`config.mk`:
```
export PLATFORM = sky130hd
export DESIGN_NAME = bpi_cmd_sequencer
export DESIGN_NICKNAME = d
export VERILOG_FILES = /design/src/rtl/bpi_cmd_sequencer.sv
export SDC_FILE = /design/constraint.sdc
export NUM_CORES = 1
export LEC_CHECK = 0
export BUFFER_PORTS_ARGS = -buffer_cell sky130_fd_sc_hd__clkbuf_2
export CORE_UTILIZATION = 35
export DETAILED_ROUTE_END_ITERATION = 8
export SLEW_MARGIN = 0
export SYNTH_ARGS = -nofsm -noshare
export SYNTH_HDL_FRONTEND = slang
export SYNTH_SLANG_ARGS = --single-unit
```
`constraint.sdc`:
```
create_clock -name CLK -period 2.7 [get_ports CLK]
set_input_delay 0.135 -clock CLK [delete_from_list [all_inputs] [get_ports CLK]]
set_output_delay 0.135 -clock CLK [all_outputs]
set_load 0.02 [all_outputs]
```
`src/rtl/bpi_cmd_sequencer.sv`:
```
// -----------------------------------------------------------------------------
// bpi_cmd_sequencer
//
// Upstream stage of the BPI flash interface. Pops 16-bit command words from a
// first-word-fall-through command FIFO, decodes them, and holds the flash word
// address and write data. For each flash word it issues one EXECUTE pulse
// (with READ or WRITE) to the interface FSM. Read data strobed by LOAD is
// pushed into a readback FIFO.
//
// Command word: [4:0] opcode, [15:5] payload P.
//   0x02 NOOP
//   0x17 LOAD_ADDR  ADDR[22:16] = P[6:0], next word -> ADDR[15:0]
//   0x0C WRITE_1    next word -> WDATA, one write at ADDR
//   0x0E WRITE_N    P+1 data words, one write each, ADDR+1 after each
//   0x04 READ_1     one read at ADDR
//   0x06 READ_N     P+1 reads, ADDR+1 after each
//   other           discarded, ERR_OPCODE set
//
// Ports
//   CLK, RST          clock, asynchronous active-high reset
//   CMD_DATA/EMPTY/RD command FIFO head word, empty flag, pop strobe
//   EXECUTE           one-cycle start pulse to the interface FSM
//   READ/WRITE        request direction, held from EXECUTE until BUSY falls
//   BUSY              interface FSM busy
//   LOAD/FLASH_DQ_IN  read data strobe and data from the interface FSM
//   ADDR/WDATA        current flash word address and write data
//   RBK_DATA/WE/FULL  readback FIFO data, write strobe, full flag
//   SEQ_BUSY          high whenever the sequencer is not idle
//   ERR_OPCODE        sticky: undefined opcode seen
//   ERR_ACK           sticky: BUSY never rose after an EXECUTE
// -----------------------------------------------------------------------------
module bpi_cmd_sequencer #(
    parameter int ADDR_W      = 23,
    parameter int CNT_W       = 11,
    parameter int ACK_TIMEOUT = 8
) (
    input  logic              CLK,
    input  logic              RST,
    input  logic [15:0]       CMD_DATA,
    input  logic              CMD_EMPTY,
    output logic              CMD_RD,
    output logic              EXECUTE,
    output logic              READ,
    output logic              WRITE,
    input  logic              BUSY,
    input  logic              LOAD,
    input  logic [15:0]       FLASH_DQ_IN,
    output logic [ADDR_W-1:0] ADDR,
    output logic [15:0]       WDATA,
    output logic [15:0]       RBK_DATA,
    output logic              RBK_WE,
    input  logic              RBK_FULL,
    output logic              SEQ_BUSY,
    output logic              ERR_OPCODE,
    output logic              ERR_ACK
);

    localparam logic [4:0] OP_NOOP      = 5'h02;
    localparam logic [4:0] OP_LOAD_ADDR = 5'h17;
    localparam logic [4:0] OP_WRITE_1   = 5'h0C;
    localparam logic [4:0] OP_WRITE_N   = 5'h0E;
    localparam logic [4:0] OP_READ_1    = 5'h04;
    localparam logic [4:0] OP_READ_N    = 5'h06;

    localparam int             ACK_W    = $clog2(ACK_TIMEOUT + 1);
    localparam logic [ACK_W-1:0] ACK_LAST = ACK_W'(ACK_TIMEOUT - 1);

    typedef enum logic [2:0] {
        S_IDLE,
        S_FETCH,
        S_GET_ARG,
        S_ISSUE,
        S_WAIT_ACK,
        S_WAIT_DONE,
        S_NEXT
    } state_t;

    state_t            state_q,   state_d;
    logic [4:0]        op_q,      op_d;
    logic [ADDR_W-1:0] addr_q,    addr_d;
    logic [15:0]       wdata_q,   wdata_d;
    logic [CNT_W-1:0]  cnt_q,     cnt_d;
    logic [ACK_W-1:0]  ack_cnt_q, ack_cnt_d;
    logic              rd_q,      rd_d;
    logic              wr_q,      wr_d;
    logic              err_op_q,  err_op_d;
    logic              err_ack_q, err_ack_d;
    logic              rbk_we_q;
    logic [15:0]       rbk_data_q;

    logic              cmd_rd;
    logic              execute;
    logic [4:0]        cmd_op;
    logic              op_is_read;
    logic              op_is_burst;

    assign cmd_op      = CMD_DATA[4:0];
    assign op_is_read  = (op_q == OP_READ_1) || (op_q == OP_READ_N);
    assign op_is_burst = (op_q == OP_READ_N) || (op_q == OP_WRITE_N);

    // Next-state and control decode.
    // NOTE: every signal written here gets a default first, so no path leaves
    // one unassigned and no latch is inferred.
    always_comb begin
        state_d   = state_q;
        op_d      = op_q;
        addr_d    = addr_q;
        wdata_d   = wdata_q;
        cnt_d     = cnt_q;
        ack_cnt_d = ack_cnt_q;
        rd_d      = rd_q;
        wr_d      = wr_q;
        err_op_d  = err_op_q;
        err_ack_d = err_ack_q;
        cmd_rd    = 1'b0;
        execute   = 1'b0;

        case (state_q)
            S_IDLE: begin
                if (!CMD_EMPTY) state_d = S_FETCH;
            end

            S_FETCH: begin
                if (!CMD_EMPTY) begin
                    cmd_rd = 1'b1;
                    op_d   = cmd_op;
                    case (cmd_op)
                        OP_NOOP: state_d = S_IDLE;
                        OP_LOAD_ADDR: begin
                            addr_d[ADDR_W-1:16] = CMD_DATA[5 +: ADDR_W-16];
                            state_d             = S_GET_ARG;
                        end
                        OP_WRITE_1: begin
                            cnt_d   = '0;
                            state_d = S_GET_ARG;
                        end
                        OP_WRITE_N: begin
                            cnt_d   = CMD_DATA[5 +: CNT_W];
                            state_d = S_GET_ARG;
                        end
                        OP_READ_1: begin
                            cnt_d   = '0;
                            state_d = S_ISSUE;
                        end
                        OP_READ_N: begin
                            cnt_d   = CMD_DATA[5 +: CNT_W];
                            state_d = S_ISSUE;
                        end
                        default: begin
                            err_op_d = 1'b1;
                            state_d  = S_IDLE;
                        end
                    endcase
                end else begin
                    state_d = S_IDLE;
                end
            end

            // Argument word: low address half for LOAD_ADDR, data otherwise.
            S_GET_ARG: begin
                if (!CMD_EMPTY) begin
                    cmd_rd = 1'b1;
                    if (op_q == OP_LOAD_ADDR) begin
                        addr_d[15:0] = CMD_DATA;
                        state_d      = S_IDLE;
                    end else begin
                        wdata_d = CMD_DATA;
                        state_d = S_ISSUE;
                    end
                end
            end

            // Reads are held back while the readback FIFO cannot take data.
            S_ISSUE: begin
                if (!(op_is_read && RBK_FULL)) begin
                    execute   = 1'b1;
                    rd_d      = op_is_read;
                    wr_d      = !op_is_read;
                    ack_cnt_d = '0;
                    state_d   = S_WAIT_ACK;
                end
            end

            // A timeout abandons the rest of the command; unread burst words
            // stay in the command FIFO.
            S_WAIT_ACK: begin
                if (BUSY) begin
                    state_d = S_WAIT_DONE;
                end else if (ack_cnt_q == ACK_LAST) begin
                    err_ack_d = 1'b1;
                    rd_d      = 1'b0;
                    wr_d      = 1'b0;
                    state_d   = S_IDLE;
                end else begin
                    ack_cnt_d = ack_cnt_q + ACK_W'(1);
                end
            end

            S_WAIT_DONE: begin
                if (!BUSY) begin
                    rd_d    = 1'b0;
                    wr_d    = 1'b0;
                    state_d = S_NEXT;
                end
            end

            S_NEXT: begin
                if (op_is_burst) addr_d = addr_q + ADDR_W'(1);
                if (cnt_q == '0) begin
                    state_d = S_IDLE;
                end else begin
                    cnt_d   = cnt_q - CNT_W'(1);
                    state_d = (op_q == OP_WRITE_N) ? S_GET_ARG : S_ISSUE;
                end
            end

            default: state_d = S_IDLE;
        endcase
    end

    // NOTE: state registers use non-blocking assignments so every register
    // samples pre-edge values regardless of evaluation order.
    always_ff @(posedge CLK or posedge RST) begin
        if (RST) begin
            state_q    <= S_IDLE;
            op_q       <= 5'h0;
            addr_q     <= '0;
            wdata_q    <= 16'h0;
            cnt_q      <= '0;
            ack_cnt_q  <= '0;
            rd_q       <= 1'b0;
            wr_q       <= 1'b0;
            err_op_q   <= 1'b0;
            err_ack_q  <= 1'b0;
            rbk_we_q   <= 1'b0;
            rbk_data_q <= 16'h0;
        end else begin
            state_q    <= state_d;
            op_q       <= op_d;
            addr_q     <= addr_d;
            wdata_q    <= wdata_d;
            cnt_q      <= cnt_d;
            ack_cnt_q  <= ack_cnt_d;
            rd_q       <= rd_d;
            wr_q       <= wr_d;
            err_op_q   <= err_op_d;
            err_ack_q  <= err_ack_d;
            // Readback capture is independent of the sequencer state.
            rbk_we_q   <= LOAD;
            if (LOAD) rbk_data_q <= FLASH_DQ_IN;
        end
    end

    // The direction flags register one cycle late, so the EXECUTE cycle
    // drives READ/WRITE directly from the decoded opcode.
    assign CMD_RD     = cmd_rd;
    assign EXECUTE    = execute;
    assign READ       = rd_q | (execute & op_is_read);
    assign WRITE      = wr_q | (execute & ~op_is_read);
    assign ADDR       = addr_q;
    assign WDATA      = wdata_q;
    assign RBK_DATA   = rbk_data_q;
    assign RBK_WE     = rbk_we_q;
    assign SEQ_BUSY   = (state_q != S_IDLE);
    assign ERR_OPCODE = err_op_q;
    assign ERR_ACK    = err_ack_q;

endmodule

```
# After elaboration in Yosys (flattened, before gate mapping)
# Cells that the tools add are included.
totals:
  ff_bits: 83
  latchBits: 0
  mem_bits_rw: 0
  romBits: 0
  input_bits: 38
  out_inout_bits: 63
  n_memories: 0
classes:
  add_sub_neg: 3
  mul: 0
  div_mod_pow: 0
  magnitude_cmp: 0
  n_eq_ne: 31
  n_shift: 0
  mux: 38
  bitwise_logic: 9
  reduce_logical: 27
ops:
  columns: ["operator", "count"]
  rows:
  - ["case mux 11 bit (2 select lines)", 2]
  - ["two-way mux 16 bit", 2]
  - ["case mux 16 bit (2 select lines)", 1]
  - ["adder 23 x 1 -> 23 bit (second input constant)", 1]
  - ["two-way mux 23 bit", 1]
  - ["two-way mux 11 bit", 2]
  - ["!= test 2 bit (second input constant)", 11]
  - ["case mux 3 bit (7 select lines)", 1]
  - ["== test 5 x 3 -> 1 bit (second input constant)", 4]
  - ["two-way mux 3 bit", 6]
  - ["AND reduction 4 bit", 4]
  - ["== test 5 x 4 -> 1 bit (second input constant)", 3]
  - ["two-way mux 7 bit", 2]
  - ["case mux 7 bit (2 select lines)", 1]
  - ["two-way mux 4 bit", 3]
  - ["zero test 11 bit", 1]
  - ["subtractor 11 x 1 -> 11 bit (second input constant)", 1]
  - ["== test 5 bit (second input constant)", 2]
  - ["two-way mux 1 bit", 10]
  - ["AND reduction 5 bit", 2]
  - ["== test 3 bit (second input constant)", 3]
  - ["AND reduction 3 bit", 3]
  - ["case mux 4 bit (2 select lines)", 1]
  - ["OR reduction 2 bit", 4]
  - ["22 further kinds", 37]

# Logic depth before layout (Yosys ltp)
depth:
  ltp_word: 7
  ltp_mapped: 8
  depth_no_buf: 7

# Least setup slack after synthesis
# No wires, ideal clock.
synth_path:
  kind: "register to register"
  start: "register addr_q[0], in the netlist ADDR[0]"
  end: "register addr_q[22], in the netlist ADDR[22]"
  setup_ns: 0.126
  arrival_time_ns: 1.842
  t_required_ns: 2.574
  slack_ns: 0.732
  stages_incl_launch_ff: 6
  period_less_slack_ns: 1.968
  path_cell_list: "dfrtp_1 ha_1 nand3_1 nor4_4 nand4_1 a311o_1"
synth_via:
  elab_chain_len: 3
synth_lines:
  columns: ["item", "line", "rtl"]
  rows:
  - ["from (decl)", "80", "logic [ADDR_W-1:0] addr_q, addr_d;"]
  - ["from (signal assigned)", "240", "addr_q <= addr_d;"]
  - ["adder 23 x 1 -> 23 bit", "208", "if (op_is_burst) addr_d = addr_q + ADDR_W'(1);"]
  - ["two-way mux 23 bit", "208", null]
  - ["case mux 7 bit (2 select lines)", "118", "case (state_q)"]
# No other way between the ends. The select of a mux whose other input is x is not followed.
# A chain may end at the register's enable or synchronous reset.

# Worst setup path in the final report
layout_path:
  start: "register state_q[1]"
  end: "register addr_q[2], in the netlist ADDR[2]"
layout_via:
  elab_chain_len: 3
  elab_cells_between_ends: 8
  classes_between: "eq/ne (5); mux (1); reduce/logical (2)"
layout_lines:
  columns: ["item", "line", "rtl"]
  rows:
  - ["from (decl)", "78", "state_t state_q, state_d;"]
  - ["from (signal assigned)", "238", "state_q <= state_d;"]
  - ["== test 3 x 2 -> 1 bit or == test 3 bit (tied branches)", "118", null]
  - ["!= test 2 bit (no line) or nonzero test 2 bit (tied branches)", null, null]
  - ["AND reduction 4 bit (no line)", null, null]
# Several ways; a longest one is shown, not always the timed one.

==> results.toml <==
[final_layout]
layout_commonest_cell = "clkbuf_2"
final_cell_mix = "clkbuf_2 (100), dfrtp_1 (83), nand2_1 (53)"
drive_gt1_frac = 0.3237
nFillCells = 1215
layout.nets = 592
antenna_cells = 0
final_util = 0.4491
fin_area_um2 = 5484
syn_to_final_growth_pct = 22.67
multi_input_area_um2 = 2208
ff_latch_area_um2 = 2077

[sta]
finalCritPeriodShare = 0.8536
finalHoldViolCount = 0
slew_violations = 0
fin_ws_ns = 0.3952
tns_ns = 0
fin_worst_skew_ns = 0.008063
rsz0062_at_grt = "false"
max-slew-margin-rel = 0.3404
tightest_slew_ns = 0.9803
timing.fmax_mhz = 433.9
setup_viol = 0
period_minus_slack_ns = 2.305

[placed_design]
place_ws_ns = 0.4736
post-dp-hpwl_um = 8342
place_area_um2 = 5149
routabilityCongestion = 0.8226
placement.io_buffers = 100

[clock_tree]
clk_latency_ns = 0.34
cts_root_buf = "clkbuf_16"
numCtsBuffers = 9
cts_max_level = 3
path_clk_slew_ns = 0.07
clock_sinks = 83
cts_tree = "built"
cts_buffer_depth = 2

[synth]
syn_nets = 496
yosysTopAreaCell = "dfrtp_1"
synth-seq-area-share = 0.4646
netlist.area_leader.share = 0.4646
synth_area_um2 = 4471
yosys_warnings = 0
ys_types = 67
ys_async_sr_fraction = 1.000
synth_edf_count = 0
synthCells = 455
synth_seq_cells = 83
synth_area_per_cell_um2 = 9.825
ys.flop_type = "dfrtp_1"
yosys-top-cells-area = "dfrtp_1 (46%), mux2_2 (5.5%), nand2_1 (4.5%)"

[die]
die_y_um = 115.0
start_util = 0.3661
die_w_um = 115.0
design.portCount = 101
dieArea_um2 = 13230
std_cell_rows = 40
core_um2 = 12210

[routing]
vias_per_cell = 5.479
wirelength_um = 11900
vias = 3967
drtPass1Iterations = 5
remaining_drc_errors = 0
ant_nets = 0
routedWlPerCell_um = 16.44
drt_iter0_drc = 254

[outcome]
outcome = "completed"

[grt]
grt_pass1_vias = 3720
grt_pass1_wl_um = 18890
grt_max_degree = 67
gr-total-overflow = 0
antenna_found_initial = 0
grt_usage = 0.1868

[power_and_ir_drop]
pwr_density_cell_nw_per_um2 = 966.7
power.leakage_nw = 2.545
vdd_drop_max_mv = 0.4580

[critical_path]
endpoint_kind = "flop"
critPathKind = "reg2reg"
crit_fanout = 19
required_ns = 2.95
slowest_stage = "dfrtp_1"
cp-start-kind = "flop"
worstPathCellList = "nor4b_1, nand4bb_1, nand2_1, o21ai_0, a22oi_1"
slowest_delay_ns = 0.68
cp_data_arrival_time_ns = 2.55

[min_path]
min_path_type = "in2reg"

[job]
cap_violations = 0
==> worst max-delay path: cells and delay by family, from the launching register on <==
kind / cells / cell delay, ns
AOI/OAI and AO/OA: 2 / 0.36
DFF: 1 / 0.68
and+or+nand+nor: 3 / 1.17
==> flip-flops by register name, summed over array words and instances, names as in the netlist <==
| signal | cells |
|---|---|
| ADDR | 23 |
| ERR_ACK | 1 |
| ERR_OPCODE | 1 |
| RBK_DATA | 16 |
| RBK_WE | 1 |
| WDATA | 16 |
| ack_cnt_q | 4 |
| cnt_q | 11 |
| op_q | 5 |
| rd_q | 1 |
| state_q | 3 |
| wr_q | 1 |
==> synthesized netlist by cell type (4+ instances only) <==
library cell / instances
nor2_1: 30
nand4_1: 6
and2_1: 5
mux2_4: 10
o22ai_1: 4
and3_1: 6
o21ai_0: 38
nand3_1: 18
mux2_2: 22
a31oi_1: 10
a32oi_1: 4
nor3_1: 10
nand2_1: 53
clkbuf_1: 13
a22oi_1: 4
dfrtp_1: 83
inv_1: 8
a21oi_1: 37
buf_1: 4
buf_2: 7
a21o_1: 4
o22a_1: 7
==> path summary, 6_finish.rpt <==
check	endpoint	cells past startpoint	from	slack (ns)
max	ADDR[2]	5	state_q[1]	0.40
min	RBK_DATA[9]	2	FLASH_DQ_IN[9]	0.02
max reg2reg	ADDR[2]	5	state_q[1]	0.40
min reg2reg	ERR_ACK	1	ERR_ACK	0.47
max in group asynchronous	op_q[3]	4	RST	1.75
min in group asynchronous	RBK_DATA[11]	3	RST	0.29
==> per-layer routing <==
layer | GRT usage | routed length, um | share of wire | up-vias
li1 | - | - | - | 1871
met1 | 0.2574 | 5570 | 0.47 | 1950
met2 | 0.2771 | 5444 | 0.46 | 121
met3 | 0.03795 | 597 | 0.050 | 25
met4 | 0.09784 | 291 | 0.024 | 0
met5 | 0 | 0 | 0 | -
==> report_power, final <==
part           internal [W]  total (W)  switching [W]
Sequential          0.00164    0.00206       0.000420
Combinational      0.000792    0.00189        0.00110
Clock              0.000817    0.00136       0.000540
Total               0.00324    0.00530        0.00206
==> area by class of cell <==
| type | instances | share of cell area |
|---|---|---|
| well taps | 168 | 0.03833 |
| clock buffers | 9 | 0.04107 |
| inverters | 9 | 0.006845 |
| repair buffers | 113 | 0.1141 |
| flip-flops and latches | 83 | 0.3787 |
| multi-input cells | 335 | 0.4027 |
| clock inverters | 7 | 0.01825 |
==> stage by stage <==
stage | cells | power, W | hold WS, ns
global placement | 707 | 0.003902 | 0.08357
global route | 724 | 0.005604 | 0.01397
CTS | 724 | 0.005340 | 0.006859
floorplan | 455 | 0.003303 | 0.1664
detailed placement | 707 | 0.003958 | 0.08898
finish | 724 | 0.005301 | 0.02235
==> kinds of logic (layout without fill, tap and decap cells) <==
| family | Yosys count | count (layout) | synth area share |
|---|---|---|---|
| adders and majority gates | 3 | 3 | 0.008397 |
| and+or+nand+nor | 166 | 166 | 0.2068 |
| AOI/OAI and AO/OA | 132 | 132 | 0.1856 |
| buffers and inverters | 37 | 138 | 0.04142 |
| xor gates and xnor gates | 1 | 1 | 0.001959 |
| muxes | 33 | 33 | 0.09124 |
| DFF | 83 | 83 | 0.4646 |
==> what timing repair did <==
| item | in CTS | in global routing |
|---|---|---|
| hold endpoints to repair | 17 | 0 |
| resized for setup | 0 | 0 |
| hold buffers | 1 | 0 |
| buffers inserted | 0 | 0 |
| setup endpoints to repair | 0 | 0 |
Note: power is estimated with default switching activity, not from simulation.
